## src/rtl/gpio_checkpoint_monitor.sv

```systemverilog
// Watches a GPIO field for an ordered list of expected values and reports
// pass/fail/timeout. Expected values are queued in a small FIFO ahead of a run.
module gpio_checkpoint_monitor #(
  parameter int WIDTH     = 16,
  parameter int DEPTH     = 8,
  parameter int STABLE    = 2,
  parameter int TIMEOUT   = 20000,
  parameter int HB_PERIOD = 1000,
  localparam int IW       = $clog2(DEPTH + 1)
) (
  input  logic             wb_clk_i,
  input  logic             wb_rst_i,
  input  logic             start,
  input  logic             exp_valid,
  input  logic [WIDTH-1:0] exp_data,
  output logic             exp_ready,
  input  logic             obs_en,
  input  logic [WIDTH-1:0] obs_data,
  output logic             busy,
  output logic             pass,
  output logic             fail,
  output logic             timeout,
  output logic             chk_hit,
  output logic [IW-1:0]    chk_idx,
  output logic             heartbeat,
  output logic [WIDTH-1:0] fail_data
);
  localparam int PW = (DEPTH > 1) ? $clog2(DEPTH) : 1;
  localparam int SW = $clog2(STABLE + 1);
  localparam int TW = $clog2(TIMEOUT + 1);
  localparam int HW = (HB_PERIOD > 1) ? $clog2(HB_PERIOD) : 1;

  typedef enum logic [2:0] {S_IDLE, S_RUN, S_PASS, S_FAIL, S_TMO} state_t;
  state_t state;

  logic [WIDTH-1:0] mem [DEPTH];
  logic [PW-1:0]    wr_ptr, rd_ptr;
  logic [IW-1:0]    count;
  logic [SW-1:0]    stab_cnt, stab_nxt;
  logic [WIDTH-1:0] sample, prev_match;
  logic [TW-1:0]    tmo_cnt, tmo_nxt;
  logic [HW-1:0]    hb_cnt;
  logic             push, same, settled, head_hit, bad, tmo_reach, flush, last_hit;

  assign exp_ready = (count != IW'(DEPTH));
  assign busy      = (state == S_RUN);
  assign pass      = (state == S_PASS);
  assign fail      = (state == S_FAIL);
  assign timeout   = (state == S_TMO);

  always_comb begin
    push     = exp_valid && exp_ready;
    same     = (obs_data == sample);
    stab_nxt = stab_cnt;
    if (!obs_en)                       stab_nxt = '0;
    else if (!same)                    stab_nxt = SW'(1);
    else if (stab_cnt != SW'(STABLE))  stab_nxt = stab_cnt + SW'(1);
    // Fire only on the edge the count first reaches STABLE, so a held value
    // is judged once; a fresh value with STABLE=1 settles immediately.
    settled   = busy && obs_en && (stab_nxt == SW'(STABLE)) &&
                (!same || stab_cnt != SW'(STABLE));
    head_hit  = settled && (obs_data == mem[rd_ptr]);
    bad       = settled && !head_hit && (obs_data != prev_match);
    tmo_nxt   = tmo_cnt + TW'(1);
    tmo_reach = busy && (tmo_nxt == TW'(TIMEOUT));
    flush     = bad || (tmo_reach && !head_hit);
    last_hit  = head_hit && (count == IW'(1));
  end

  always_ff @(posedge wb_clk_i)
    if (push) mem[wr_ptr] <= exp_data;

  always_ff @(posedge wb_clk_i) begin
    if (wb_rst_i) begin
      state      <= S_IDLE;
      wr_ptr     <= '0;
      rd_ptr     <= '0;
      count      <= '0;
      stab_cnt   <= '0;
      sample     <= '0;
      prev_match <= '0;
      tmo_cnt    <= '0;
      hb_cnt     <= '0;
      chk_hit    <= 1'b0;
      chk_idx    <= '0;
      heartbeat  <= 1'b0;
      fail_data  <= '0;
    end else begin
      chk_hit   <= 1'b0;
      heartbeat <= 1'b0;

      if (flush) begin
        wr_ptr <= '0;
        rd_ptr <= '0;
        count  <= '0;
      end else begin
        if (push)     wr_ptr <= (wr_ptr == PW'(DEPTH - 1)) ? '0 : wr_ptr + PW'(1);
        if (head_hit) rd_ptr <= (rd_ptr == PW'(DEPTH - 1)) ? '0 : rd_ptr + PW'(1);
        case ({push, head_hit})
          2'b10:   count <= count + IW'(1);
          2'b01:   count <= count - IW'(1);
          default: ;
        endcase
      end

      case (state)
        S_IDLE: begin
          hb_cnt <= '0;
          if (start && count != '0) begin
            state    <= S_RUN;
            chk_idx  <= '0;
            tmo_cnt  <= '0;
            stab_cnt <= '0;
          end
        end
        S_RUN: begin
          stab_cnt <= stab_nxt;
          if (obs_en && !same) sample <= obs_data;
          if (hb_cnt == HW'(HB_PERIOD - 1)) begin
            hb_cnt    <= '0;
            heartbeat <= 1'b1;
          end else begin
            hb_cnt <= hb_cnt + HW'(1);
          end
          tmo_cnt <= tmo_nxt;
          // A hit on the timeout edge wins and restarts the window.
          if (head_hit) begin
            chk_hit    <= 1'b1;
            chk_idx    <= chk_idx + IW'(1);
            tmo_cnt    <= '0;
            prev_match <= obs_data;
            if (last_hit) state <= S_PASS;
          end else if (bad) begin
            state     <= S_FAIL;
            fail_data <= obs_data;
          end else if (tmo_reach) begin
            state <= S_TMO;
          end
          if (last_hit || flush) hb_cnt <= '0;
        end
        default: begin
          hb_cnt <= '0;
          if (start) begin
            state      <= S_IDLE;
            fail_data  <= '0;
            chk_idx    <= '0;
            prev_match <= '0;
          end
        end
      endcase
    end
  end
endmodule

```

## config.mk

```make
export PLATFORM = sky130hd
export DESIGN_NAME = gpio_checkpoint_monitor
export DESIGN_NICKNAME = d
export VERILOG_FILES = /design/src/rtl/gpio_checkpoint_monitor.sv
export SDC_FILE = /design/constraint.sdc
export NUM_CORES = 1
export LEC_CHECK = 0
export CORE_UTILIZATION = 38
export DETAILED_ROUTE_END_ITERATION = 10
export PLACE_DENSITY_LB_ADDON = 0.2
export SYNTH_ARGS = -nofsm -noshare
export SYNTH_HDL_FRONTEND = slang
export SYNTH_SLANG_ARGS = --single-unit
```

## constraint.sdc

```tcl
create_clock -name wb_clk_i -period 4.2 [get_ports wb_clk_i]
set_input_delay 0.42 -clock wb_clk_i [delete_from_list [all_inputs] [get_ports wb_clk_i]]
set_output_delay 0.42 -clock wb_clk_i [all_outputs]
set_load 0.01 [all_outputs]
```

; ---- Yosys cells after proc, flatten, opt, wreduce, memory -nomap -nowiden
; Memories as Yosys holds them, arrays and structs flattened. A register that Yosys moved wholly into a read port is not among the register bits.
; Cells that the tools add are included.
[word_totals]
input_bits = 37
ram_bits = 128
register_bits = 94
memories = 1
word_cells = 113
[mem_list]
columns = memory, words, word_bits, read_ports, rd_ports_with_merged_regs, wr, line_no
row1 = mem, 8, 16, 1, 1, 1, 36  ; logic [WIDTH-1:0] mem [DEPTH];
[op_classes]
n_mux = 34
eq_ne = 23
bitwise = 2
addsub = 8
n_reduce_logical = 32
[op_table]
columns = operator, n
row1 = 16-bit 2-to-1 mux, 4
row2 = 16-bit one-hot mux with 2 select lines, 2
row3 = 16-bit == test, 2
row4 = 15-bit 2-to-1 mux, 2
row5 = 3-bit 2-to-1 mux, 10
row6 = 15-bit one-hot mux with 2 select lines, 1
row7 = 16-bit != test, 1
row8 = 4-bit one-hot mux with 2 select lines, 2
row9 = "15-bit by 1-bit adder with 15-bit output, second input constant", 1
row10 = "15-bit == test, second input constant", 1
row11 = 1-bit logical AND, 12
row12 = 4-bit 2-to-1 mux, 3
row13 = "10-bit by 1-bit adder with 10-bit output, second input constant", 1
row14 = "10-bit == test, second input constant", 1
row15 = "3-bit == test, second input constant", 3
row16 = "4-bit by 1-bit adder with 4-bit output, second input constant", 2
row17 = 2-bit 2-to-1 mux, 4
row18 = 4-bit AND reduction, 2
row19 = "3-bit by 1-bit adder with 3-bit output, second input constant", 2
row20 = "3-bit by 2-bit == test with 1-bit output, second input constant", 2
row21 = "2-bit != test, second input constant", 3
row22 = 3-bit one-hot mux with 2 select lines, 1
row23 = 3-bit AND reduction, 2
row24 = 2-bit nonzero test, 3
row25 = other kinds (21), 32

; ---- Depth between registers and ports, before layout
[depth]
ltp_word = 14
mapped_depth = 15

; ---- Worst setup path before layout
; No wires, ideal clock.
[synth_timing]
path_type = flip-flop to flip-flop
start = register with a tool-made name
end = register count[3]
n_path_buf = 2
arrival_ps = 3395
path_stages_with_launch = 15
setup_slack_ps = 675
t_required_ps = 4069
path_cell_list = dfxtp_1 buf_2 buf_2 mux4_2 mux2i_1 xor2_1 nand4_1 nor2_4 nand3_4 inv_2 ha_1 or4b_2 a21oi_1 xnor2_1 nor2_1
[synth_lines]
columns = element, line_no
row1 = "end signal, assigned", 100  ; 2'b10: count <= count + IW'(1);
row2 = "end signal, assigned", 101  ; 2'b01: count <= count - IW'(1);
row3 = "end, declared", 38  ; logic [IW-1:0] count;

==> results by group <==
Finish
  – Fin nets: 927
  – Filler Cell Count: 2,280
  – Ratio of cells with drive above 1 in the final layout: 16.54%
  – Antenna cells: 0
  – Layout area overhead: 20.98%

Placed design
  – Placer Congestion: 0.8020
  – HPWL after DPL: 14,600 µm
  – Buffers on Ports: 63

Timing
  – Slew @ Worst Pin: 651.5 ps
  – Fin crit period: 3623 ps
  – Max transition margin: 56.17%
  – Final hold vios: 0
  – Max Slew Vio Count: 0
  – Fmax: 276.0 MHz
  – Fin Clk Skew: 21.51 ps
  – Tcrit/Tclk final: 86.27%
  – Setup TNS: 0 ps
  – Setup-failing EPs final: 0
  – RSZ-0062 raised after global routing: no

Global routing
  – Vias in the first global route: 6,069
  – GRT Overall Usage: 17.00%
  – Antenna violations before repair: 0
  – Largest net degree at the start of global routing: 49
  – First-pass GRT wire length: 34,880 µm
  – Global route overflow: 0

Logic synthesis
  – Top area cells in the synthesized netlist: edfxtp_1 (39%), dfxtp_1 (20%), mux2i_1 (6.0%)
  – Synth top area share: 39.01%
  – Commonest cells in the synthesized netlist: edfxtp_1 (128), dfxtp_1 (97), nor2_1 (69)
  – Avg Cell Area, Syn: 12.55 µm²
  – Register bit total from synthesis: 225
  – Mapped Area: 9852 µm²
  – Library cells used by synthesis: 67
  – Post-synth top area cell: edfxtp_1
  – Sequential fraction of the synthesis area: 58.72%
  – Async S/R FF share, synth: 0%
  – Post-Syn Instances: 785
  – Most common cell in the netlist: edfxtp_1
  – Post-synth EDFFs: 128
  – Syn_nets: 836
  – YS warnings: 0
  – Primary FF master, synth: edfxtp_1

Floorplanning
  – Core area: 25,330 µm²
  – Die width: 163.0 µm
  – I/O pins: 64
  – Row count: 58
  – Die ar.: 26,570 µm²
  – Starting Density: 38.90%
  – Height of the die: 163.0 µm

Worst hold path
  – Worst min path class: flip-flop to flip-flop
  – Hold path start: fail_data[6]

Setup path
  – CP max stage cell: or4b_2
  – Critical path type: flip-flop to flip-flop
  – Crit end category: flip-flop
  – CP Cell Sequence: mux4_2 -> mux2i_1 -> xor2_1 -> nand4_1 -> nor2_4 -> nand3_4 -> inv_2 -> ha_1 -> or4b_2 -> a21oi_1 -> xnor2_1 -> nor2_1
  – Data required, critical path: 4600 ps
  – Data arrival time of the critical path: 4020 ps
  – CP max stage delay: 600 ps
  – Worst Setup Start Kind: flip-flop
  – CP Max Fanout: 8

Clock network
  – Postcts setup bufs: 0
  – CTS H-tree depth: 1
  – Clock buffer count from CTS: 26
  – Clock Pin Slew Worst Setup and Hold Paths: 60 ps
  – Clock Sinks: 225
  – Root Driver: clkbuf_16
  – Post-CTS Hold Fix Bufs: 0
  – Max clock buf depth: 3
  – Cts repair resizes: 0
  – CTS tree: yes
  – Clock Latency Late Sink: 540 ps

Pwr
  – Power Total: 5019 µW
  – Pleak: 0.004238 µW
  – Maximum VDD drop: 0.2724 mV
  – Pwr Density: 421.1 nW/µm²

Detailed routing
  – DRC Markers: 0
  – TritonRoute pass-1 iters: 5
  – ANT nets after route: 0
  – Avg Vias per Cell: 5.204
  – Via count: 6,375
  – Per-cell routed wire length: 18.06 µm
  – DRT iter0 DRCs: 456
  – Total Routed Length: 22,130 µm

Status
  – Status: finished, final reports clean

Run
  – Max cap viols: 0
through the flow:
| stage | hold slack, ps | util [%] | area [µm²] | instances | setup slack, ps |
|---|---|---|---|---|---|
| floorplan | 431.9 | - | 9852 | 785 | 674.7 |
| detailed placement | 451.7 | 43.52 | 11020 | 1178 | 414.1 |
| finish | 458.2 | 47.06 | 11920 | 1225 | 576.7 |
| CTS | 459.7 | 47.06 | 11920 | 1225 | 541.1 |
| global placement | 441.6 | 43.52 | 11020 | 1178 | 362.0 |
| global route | 472.0 | 47.06 | 11920 | 1225 | 276.6 |
flip-flops by register name, indices dropped and copies added, names as in the netlist, named ones only:
| register | cells |
|---|---|
| tmo_cnt | 15 |
| prev_match | 16 |
| fail_data | 16 |
| mem | 128 |
| state | 3 |
| count | 4 |
| stab_cnt | 2 |
| rd_ptr | 3 |
| wr_ptr | 3 |
| chk_idx | 4 |
| heartbeat | 1 |
| chk_hit | 1 |
| hb_cnt | 10 |
| sample | 16 |
layout by cell type, fill, tap and decap left out, types with 7 or more instances in the layout:
cell	n
and3_1	9
mux2_1	10
clkdlybuf4s50_1	63
nor2_1	69
xnor2_1	18
nor3_1	9
mux4_2	16
edfxtp_1	128
a22o_1	8
inv_1	10
buf_4	33
nor3_2	13
nand2_1	56
nor4_1	7
mux2_2	7
o22ai_1	9
nand3_1	32
xor2_1	39
ha_1	14
or3_1	9
o21ai_0	18
clkbuf_16	26
mux2i_1	59
a31o_2	16
dfxtp_1	96
a21oi_1	12
nand4_1	14
per-layer routing:
layer	up-vias	track usage (%)	part of all wire, %
met5	-	0	0
met4	0	3.781	1.8
met3	31	2.743	4.2
met2	120	26.52	44
met1	3116	24.74	50
li1	3108	-	-
power by group:
| part | switching, µW | total, µW | internal (µW) |
|---|---|---|---|
| Clock | 916 | 2340 | 1420 |
| Sequential | 22.8 | 2390 | 2370 |
| Combinational | 173 | 287 | 115 |
| Total | 1110 | 5020 | 3910 |
cell type report:
cell class,count,area (µm²),share of cell area [%]
multi-input cells,513,3876,32.52
repair buffers,97,898.4,7.537
inverters,13,48.80,0.4094
well taps,330,412.9,3.464
flip-flops and latches,225,5787,48.55
clock inverters,15,202.7,1.701
clock buffers,32,693.2,5.816
critical path: cells and delay by family, from the launching register on:
kind / cells / cell delay, ps
simple gates: 5 / 1250
buf+inv: 1 / 70
mux: 2 / 800
flops: 1 / 510
compound gates: 1 / 190
xor+xnor: 2 / 450
fa+ha+maj: 1 / 210
final timing paths:
path / cells after the start / end / slack, ps
setup / recovery: 12 / count[3] / 580
hold / removal: 2 / fail_data[6] / 460
setup reg to reg: 12 / count[3] / 580
hold reg to reg: 2 / fail_data[6] / 460
cells by family after synthesis:
logic type      count (synthesis)  synth area share (%)
mux                            93                 11.75
simple gates                  255                 13.61
flops                         225                 58.72
buf+inv                        47                 2.261
xor+xnor                       57                 5.067
compound gates                 94                 6.807
fa+ha+maj                      14                 1.778
Power figures use the tool's default switching activity.
